===== src/rtl/fetch_unit.sv =====
// Instruction fetch stage: owns the fetch PC, issues one-at-a-time word reads to
// instruction memory and queues returned words in order for the datapath.
module fetch_unit #(
  parameter logic [31:0] RESET_PC    = 32'h0000_0000,
  parameter int          QUEUE_DEPTH = 2
) (
  input  logic        clk,
  input  logic        rst,
  output logic        imem_req,
  output logic [31:0] imem_addr,
  input  logic        imem_ack,
  input  logic        imem_rvalid,
  input  logic [31:0] imem_rdata,
  output logic        inst_valid,
  input  logic        inst_ready,
  output logic [31:0] inst_data,
  output logic [31:0] inst_pc,
  output logic [31:0] inst_pc_plus4,
  input  logic        redirect,
  input  logic [31:0] redirect_pc,
  output logic [31:0] fetch_count,
  output logic [1:0]  dbg_state
);

  // Handshakes: a request is accepted in a cycle where imem_req and imem_ack are
  // both high, and its single response is the next imem_rvalid pulse. The datapath
  // takes the head word in any cycle where inst_valid and inst_ready are both high;
  // inst_valid never depends combinationally on inst_ready.

  localparam int PW = $clog2(QUEUE_DEPTH);
  localparam int CW = PW + 1;
  localparam logic [CW-1:0] DEPTH_C = CW'(QUEUE_DEPTH);

  localparam logic [1:0] S_IDLE = 2'd0;
  localparam logic [1:0] S_REQ  = 2'd1;
  localparam logic [1:0] S_WAIT = 2'd2;
  localparam logic [1:0] S_DROP = 2'd3;

  logic [1:0]    state_q, state_d;
  logic [31:0]   fetch_pc_q, fetch_pc_d;
  logic [31:0]   req_addr_q;
  logic [31:0]   q_data_q [QUEUE_DEPTH];
  logic [31:0]   q_pc_q   [QUEUE_DEPTH];
  logic [PW-1:0] rd_ptr_q, wr_ptr_q;
  logic [CW-1:0] count_q;
  logic [CW-1:0] wait_occ;
  logic [31:0]   fetch_count_q;
  logic          accept, push, pop;

  assign accept   = (state_q == S_REQ) && imem_ack;
  assign pop      = inst_valid && inst_ready;
  assign wait_occ = count_q + CW'(1) - CW'(pop);

  always_comb begin
    state_d    = state_q;
    fetch_pc_d = fetch_pc_q;
    push       = 1'b0;
    if (redirect) begin
      fetch_pc_d = {redirect_pc[31:2], 2'b00};
      case (state_q)
        S_REQ:          state_d = accept ? S_DROP : S_REQ;
        S_WAIT, S_DROP: state_d = imem_rvalid ? S_REQ : S_DROP;
        default:        state_d = S_REQ;
      endcase
    end else begin
      case (state_q)
        S_IDLE: if (count_q < DEPTH_C) state_d = S_REQ;
        S_REQ: begin
          if (imem_ack) begin
            fetch_pc_d = fetch_pc_q + 32'd4;
            state_d    = S_WAIT;
          end
        end
        S_WAIT: begin
          if (imem_rvalid) begin
            push    = 1'b1;
            state_d = (wait_occ < DEPTH_C) ? S_REQ : S_IDLE;
          end
        end
        default: if (imem_rvalid) state_d = S_REQ;
      endcase
    end
  end

  always_ff @(posedge clk or negedge rst) begin
    if (!rst) begin
      state_q       <= S_IDLE;
      fetch_pc_q    <= RESET_PC;
      req_addr_q    <= 32'd0;
      rd_ptr_q      <= '0;
      wr_ptr_q      <= '0;
      count_q       <= '0;
      fetch_count_q <= 32'd0;
      for (int i = 0; i < QUEUE_DEPTH; i++) begin
        q_data_q[i] <= 32'd0;
        q_pc_q[i]   <= 32'd0;
      end
    end else begin
      state_q    <= state_d;
      fetch_pc_q <= fetch_pc_d;
      if (accept) req_addr_q <= fetch_pc_q;
      if (pop) fetch_count_q <= fetch_count_q + 32'd1;
      // A redirect empties the queue outright; the pop above is still counted.
      if (redirect) begin
        rd_ptr_q <= '0;
        wr_ptr_q <= '0;
        count_q  <= '0;
      end else begin
        if (push) begin
          q_data_q[wr_ptr_q] <= imem_rdata;
          q_pc_q[wr_ptr_q]   <= req_addr_q;
          wr_ptr_q           <= wr_ptr_q + PW'(1);
        end
        if (pop) rd_ptr_q <= rd_ptr_q + PW'(1);
        count_q <= count_q + CW'(push) - CW'(pop);
      end
    end
  end

  assign imem_req      = (state_q == S_REQ);
  assign imem_addr     = fetch_pc_q;
  assign inst_valid    = (count_q != '0);
  assign inst_data     = q_data_q[rd_ptr_q];
  assign inst_pc       = q_pc_q[rd_ptr_q];
  assign inst_pc_plus4 = q_pc_q[rd_ptr_q] + 32'd4;
  assign fetch_count   = fetch_count_q;
  assign dbg_state     = state_q;

endmodule


===== config.mk =====
export PLATFORM = sky130hd
export DESIGN_NAME = fetch_unit
export DESIGN_NICKNAME = d
export VERILOG_FILES = /design/src/rtl/fetch_unit.sv
export SDC_FILE = /design/constraint.sdc
export NUM_CORES = 1
export LEC_CHECK = 0
export CORE_MARGIN = 1.5
export CORE_UTILIZATION = 46
export DETAILED_ROUTE_END_ITERATION = 10
export HOLD_SLACK_MARGIN = 0.05
export PLACE_DENSITY_LB_ADDON = 0.3
export SYNTH_ARGS = -nofsm -noshare
export SYNTH_HDL_FRONTEND = slang
export SYNTH_SLANG_ARGS = --single-unit

===== constraint.sdc =====
create_clock -name clk -period 2.7 [get_ports clk]
set_input_delay 0.405 -clock clk [delete_from_list [all_inputs] [get_ports clk]]
set_output_delay 0.405 -clock clk [all_outputs]
set_load 0.01 [all_outputs]

==> results.yml, run 1 <==
synthesis:
  synth_edf_count: 0
  yosysMostFrequentCell: "dfrtp_1"
  synthCells: 919
  synthTopCellsByCount: "dfrtp_1 (222), mux2_2 (175), nand2_1 (158)"
  yosys.area_share.simple: 0.1392
  synthAdderAreaFrac: 0.005873
  yosysTopAreaCellShare: 0.5215
  synth_flop_cell: "dfrtp_1"
  synth_cell_types: 52
  syn_avg_cell_area_um2: 11.59
  synthXorXnorAreaFrac: 0.07482
  synth_top_family_by_area: "multiplexers"
  ys_seq_area_frac: 0.5215
  muxShareOfSynthArea: 0.1963
  synth-compound-area-share: 0.03124
  yosys.area.top_type: "dfrtp_1"
  ys_warn_count: 0
  syn_area_um2: 10650
  async_flop_share: 1.000
  ys_top_cells_by_area: "dfrtp_1 (52%), mux2_2 (18%), nand2_1 (5.6%)"
  synth-seq-cells: 222
place:
  dp_worst_setup_slack_ns: -0.2161
  place.gp.congestion: 0.8301
  dp_hpwl_mm: 17.98
  io_buffers: 225
worst_setup_path:
  crit_family: "buffers and inverters"
  arrival_ns: 2.66
  critPathKind: "register to output port"
  rr_startpoint: "dbg_state[0]"
  crit_fanout: 8
  timing.rr.end: "q_data_q[46]"
  crit_buf_inv: 4
  cp_cell_sequence: "buf_6, mux2i_4, inv_2, ha_4, nand4b_1, nor3_4, buf_6, nor2_4, nor3_2, xor2_1, buf_2"
  path_depth: 11
  r2r_cells: 6
  crit_top_cell: "buf_6"
  worst-endpoint-required_ns: 2.30
  max_stage_delay_ns: 0.55
  end_kind: "output port"
  rrSetupSlack_ns: 0.76
  cp-start-kind: "register"
  slowest_stage: "dfrtp_4"
die:
  top_level_ports: 234
  dieArea_um2: 24080
  core_um2: 22710
  row_count: 55
  die_w_um: 155.2
  start_util: 0.4691
  die_h_um: 155.2
timing:
  setup_viol: 29
  rsz0062_at_grt: "yes"
  fin_skew_ns: 0.01058
  fin_ws_ns: -0.3613
  finalMaxSlewViolations: 0
  fin_crit_ns: 3.061
  fin_tns_setup_ns: -5.838
  whs_ns: 0.4366
  tightestPinTransition_ns: 0.5529
  fmax_mhz: 326.7
  period_share: 1.134
  hold_viol_final: 0
  max-slew-margin-rel: 0.6314
worst_hold_path:
  hold_class: "input pin to asynchronous set/reset pin"
global_route:
  grtUsageTotal: 0.2158
  grt_overflow_total: 0
  grt_pass1_wl_mm: 42.01
  met3_usage: 0.03231
  antenna_found_initial: 0
  use_met2: 0.3479
  busiest_layer: "met2"
  grt_max_degree: 76
  grt_pass1_vias: 7960
  met1_usage: 0.3049
pwr:
  internal_power_w: 0.008511
  p_per_area_nw_per_um2: 834.3
  p_sw_frac: 0.3133
  seqPwrFrac: 0.372
  power_switching_w: 0.003882
  power_frac_comb: 0.366
  p_leak_nw: 7.156
  p_clk_frac: 0.262
  ir_worst_vdd_v: 0.0003816
  total_power_w: 0.01239
layout:
  fill_cells: 1761
  final_core_util: 0.6541
  area_growth_pct: 39.44
  antenna_cells: 0
  finalNetCount: 1293
  layout-drive-gt1-share: 0.3112
clock_tree:
  clkSinkCount: 222
  cts_max_path_buffers: 3
  root_buffer: "clkbuf_16"
  cts.htree.levels: 1
  clock_latency_ns: 0.51
  cts_tree: "built"
  clk_pin_slew_ns: 0.05
  numCtsBuffers: 25
routing:
  viasPerCell: 5.219
  avgRoutedWirePerCell_um: 17.31
  drtIter0Drc: 363
  route.detailed.drc: 0
  num_vias: 7927
  antenna_left: 0
  dr.pass1.iters: 5
  wirelength_mm: 26.29
run_status:
  violations: "negative setup slack"
  outcome: "complete, but fails checks"
job:
  maxCapViolations: 0
-- power by group through the flow --
stage	clock network, W	registers (W)	logic, W
3_3_place_gp	0	0.00462	0.00453
6_report	0.00325	0.00461	0.00453
3_5_place_dp	0	0.00466	0.00459
5_1_grt	0.00349	0.00472	0.00485
2_1_floorplan	0	0.00445	0.00233
4_1_cts	0.00334	0.00461	0.00454
-- flip-flops by register name, indices dropped and copies added (netlist names) --
name         flops
wr_ptr_q         1
req_addr_q      30
imem_addr       30
q_data_q        64
dbg_state        2
fetch_count     32
count_q          2
rd_ptr_q         1
q_pc_q          60
-- how the worst max path moves through the flow --
stage                  start           endpoint  slack (ns)
detailed placement  rd_ptr_q  inst_pc_plus4[30]       -0.22
CTS                 rd_ptr_q  inst_pc_plus4[29]       -0.36
finish              rd_ptr_q  inst_pc_plus4[24]       -0.36
global placement    rd_ptr_q  inst_pc_plus4[28]       -0.19
floorplan           rd_ptr_q  inst_pc_plus4[26]       -0.06
global route        rd_ptr_q  inst_pc_plus4[24]       -0.48
-- cell type report --
cell class | count | area [um2] | area share
Multi-Input combinational cell | 638 | 5074 | 0.3416
Tap cell | 285 | 356.6 | 0.02401
Timing Repair Buffer | 311 | 2985 | 0.2010
Clock buffer | 42 | 799.5 | 0.05382
Inverter | 20 | 75.07 | 0.005054
Sequential cell | 222 | 5559 | 0.3742
Clock inverter | 1 | 5.005 | 0.0003369
-- layout by cell type (no fill, tap or decap), types with 5 or more instances in the layout --
cell             instances
clkdlybuf4s50_1        161
nand3_1                 23
o21ai_0                 32
clkbuf_1                 6
conb_1                   6
mux2_2                 175
buf_12                  10
clkbuf_8                11
dlygate4sd2_1           26
buf_6                   16
nand2_2                  5
and2_1                   5
nor2_4                   6
clkbuf_16               25
nor2_1                  15
dlymetal6s2s_1           9
and3_1                   5
nor3_1                  10
xnor2_1                 64
dfrtp_1                221
mux2i_1                  6
nand2_1                153
nor3_2                   7
buf_4                   57
nor4_1                   8
inv_1                   19
buf_2                   26
nand4_1                 13
and4_1                   6
xor2_1                  26
-- cells by family after synthesis --
kind of cell	count (synthesis)
mux	187
buf+inv	66
xor+xnor	91
fa+ha+maj	5
flops	222
simple gates	292
other cells	1
compound gates	55
-- per-stage QoR --
step,std cells,cell area (um2)
floorplan,924,10750
global placement,1442,13610
detailed placement,1442,13610
CTS,1507,14710
global route,1519,14850
finish,1519,14850
-- timing repair --
item,4_1_cts,5_1_grt
buffers inserted,17,12
hold endpoints to repair,60,0
hold buffers,1,0
setup endpoints to repair,68,48
resized for setup,192,26
gates cloned,4,0
pin swaps,25,16
-- worst reg2reg max path: stages (launching register included) --
cell      delay, ns
dfrtp_1        0.41
nand3b_1       0.20
nor2_1         0.18
inv_1          0.12
nor2_4         0.28
buf_12         0.26
mux2_2         0.37
-- metal layers --
metal,share of wire,up-vias
li1,-,3776
met1,0.46,3893
met2,0.47,221
met3,0.050,37
met4,0.021,0
met5,0,-
Note: power is estimated with default switching activity, not from simulation.
==> inputs of run 2 (changes only) <==
--- a/config.mk
+++ b/config.mk
@@ -5,6 +5,8 @@
 export SDC_FILE = /design/constraint.sdc
 export NUM_CORES = 1
 export LEC_CHECK = 0
+export ABC_CLOCK_PERIOD_IN_PS = 2700
+export CORE_ASPECT_RATIO = 1.75
 export CORE_MARGIN = 1.5
 export CORE_UTILIZATION = 46
 export DETAILED_ROUTE_END_ITERATION = 10
==> results.yml, run 2 (same netlist as run 1, synthesis figures left out) <==
die:
  die_h_um: 204.3
  start_util: 0.4684
  die_w_um: 118.0
  dieArea_um2: 24120
  core_um2: 22740
  row_count: 73
  top_level_ports: 234
clock_tree:
  numCtsBuffers: 21
  cts.htree.levels: 1
  clk_pin_slew_ns: 0.07
  cts_tree: "built"
  root_buffer: "clkbuf_16"
  clkSinkCount: 222
  clock_latency_ns: 0.50
  cts_max_path_buffers: 3
place:
  dp.cells: 1457
  io_buffers: 225
  dp_hpwl_mm: 18.59
  place.gp.congestion: 0.8522
timing:
  period_share: 1.140
  rsz0062_at_grt: "yes"
  tightestPinTransition_ns: 0.5375
  fmax_mhz: 324.8
  hold_viol_final: 0
  fin_tns_setup_ns: -5.616
  max-slew-margin-rel: 0.6416
  whs_ns: 0.2798
  finalMaxSlewViolations: 0
  fin_skew_ns: 0.01060
  setup_viol: 23
  fin_ws_ns: -0.3789
  fin_crit_ns: 3.079
pwr:
  total_power_w: 0.01242
  p_sw_frac: 0.3078
  seqPwrFrac: 0.371
  power_switching_w: 0.003822
  ir_worst_vdd_v: 0.0005445
  p_clk_frac: 0.264
  p_per_area_nw_per_um2: 842.3
  power_frac_comb: 0.365
  p_leak_nw: 7.174
  internal_power_w: 0.008596
global_route:
  grtUsageTotal: 0.2190
  antenna_found_initial: 0
  grt_max_degree: 69
  grt_overflow_total: 0
  grt_pass1_wl_mm: 42.46
  grt_pass1_vias: 8177
layout:
  stdcell_count: 1515
  largest_register_ffs: 64
  finalNetCount: 1276
  final_cell_mix: "dfrtp_1 (221), mux2_2 (175), clkdlybuf4s50_1 (170)"
  layout-drive-gt1-share: 0.2988
  final_core_util: 0.6482
  fill_cells: 1795
  final_common_cell: "dfrtp_1"
  area_growth_pct: 38.40
  top_register: "q_data_q"
  antenna_cells: 0
routing:
  viasPerCell: 5.179
  wirelength_mm: 26.59
  antenna_left: 0
  dr.pass1.iters: 4
  avgRoutedWirePerCell_um: 17.55
  num_vias: 7846
  drtIter0Drc: 324
  route.detailed.drc: 0
worst_setup_path:
  arrival_ns: 2.67
  cp-start-kind: "register"
  critPathKind: "register to output port"
  end_kind: "output port"
  worst-endpoint-required_ns: 2.30
  rrSetupSlack_ns: 0.67
  crit_fanout: 5
job:
  maxCapViolations: 0
worst_hold_path:
  hold_class: "input pin to register"
run_status:
  outcome: "complete, but fails checks"
  violations: "negative setup slack"
## run 2: changes by cell type in the layout (fill, tap and decap cells not counted), sizes merged
cell	delta
buf	-12
dlygate4sd2	-7
clkdlybuf4s15	+3
bufbuf	-1
nor2	-1
clkbuf	-12
nand4	-1
clkinv	+1
bufinv	+5
dlymetal6s2s	-3
clkdlybuf4s50	+9
## run 2: path summary, 6_finish.rpt
path,startpoint,endpoint,depth (start not counted)
min in group asynchronous,rst,fetch_count[11],2
worst min-delay path,redirect,imem_addr[16],2
worst min register to register,fetch_count[31],fetch_count[31],1
max in group asynchronous,rst,q_data_q[6],3
worst max-delay path,rd_ptr_q,inst_pc_plus4[28],11
worst max register to register,fetch_count[4],fetch_count[21],5
## run 2: final cells by class
type                            instances  area [um2]  area share
Sequential cell                       222        5559      0.3771
Multi-Input combinational cell        636        5125      0.3476
Timing Repair Buffer                  300        2839      0.1926
Clock buffer                           30       609.3     0.04133
Tap cell                              300       375.4     0.02546
Clock inverter                          7       160.2     0.01086
Inverter                               20       75.07    0.005092
## run 2: repair_timing
| action | 4_1_cts | 5_1_grt |
|---|---|---|
| setup endpoints to repair | 53 | 48 |
| hold buffers | 1 | 0 |
| gates resized for setup | 158 | 40 |
| hold endpoints to repair | 65 | 0 |
| pin swaps | 10 | 17 |
| setup buffers | 11 | 11 |
## run 2: stage by stage
step,cell area [um2],worst slack [ns]
5_1_grt,14740,-0.5063
3_5_place_dp,13590,-0.2730
6_report,14740,-0.3789
2_1_floorplan,10750,-0.06347
3_3_place_gp,13590,-0.2238
4_1_cts,14540,-0.3850
## run 2: metal layers
layer | wire (um) | share of wire | track usage
met1 | 10520 | 0.40 | 0.2620
met2 | 14070 | 0.53 | 0.4041
met3 | 1055 | 0.040 | 0.02539
met4 | 939 | 0.035 | 0.07883
met5 | 0 | 0 | 0
## run 2: worst max-delay path: stages, from the launching register on
cell and delay (ns):
dfrtp_4 0.54, buf_12 0.15, mux2i_4 0.17, inv_2 0.08, ha_4 0.16, nand4b_1 0.16
nor3_4 0.21, nor2_4 0.05, buf_6 0.15, nor3_4 0.22, xnor2_2 0.13, buf_2 0.14
## run 2: power groups by stage
stage	logic (W)	clock network, W	registers [W]
final	0.00453	0.00328	0.00461
after global routing	0.00487	0.00348	0.00471
after CTS	0.00450	0.00336	0.00460
after detailed placement	0.00463	0	0.00464
after global placement	0.00459	0	0.00459
after floorplan	0.00233	0	0.00445
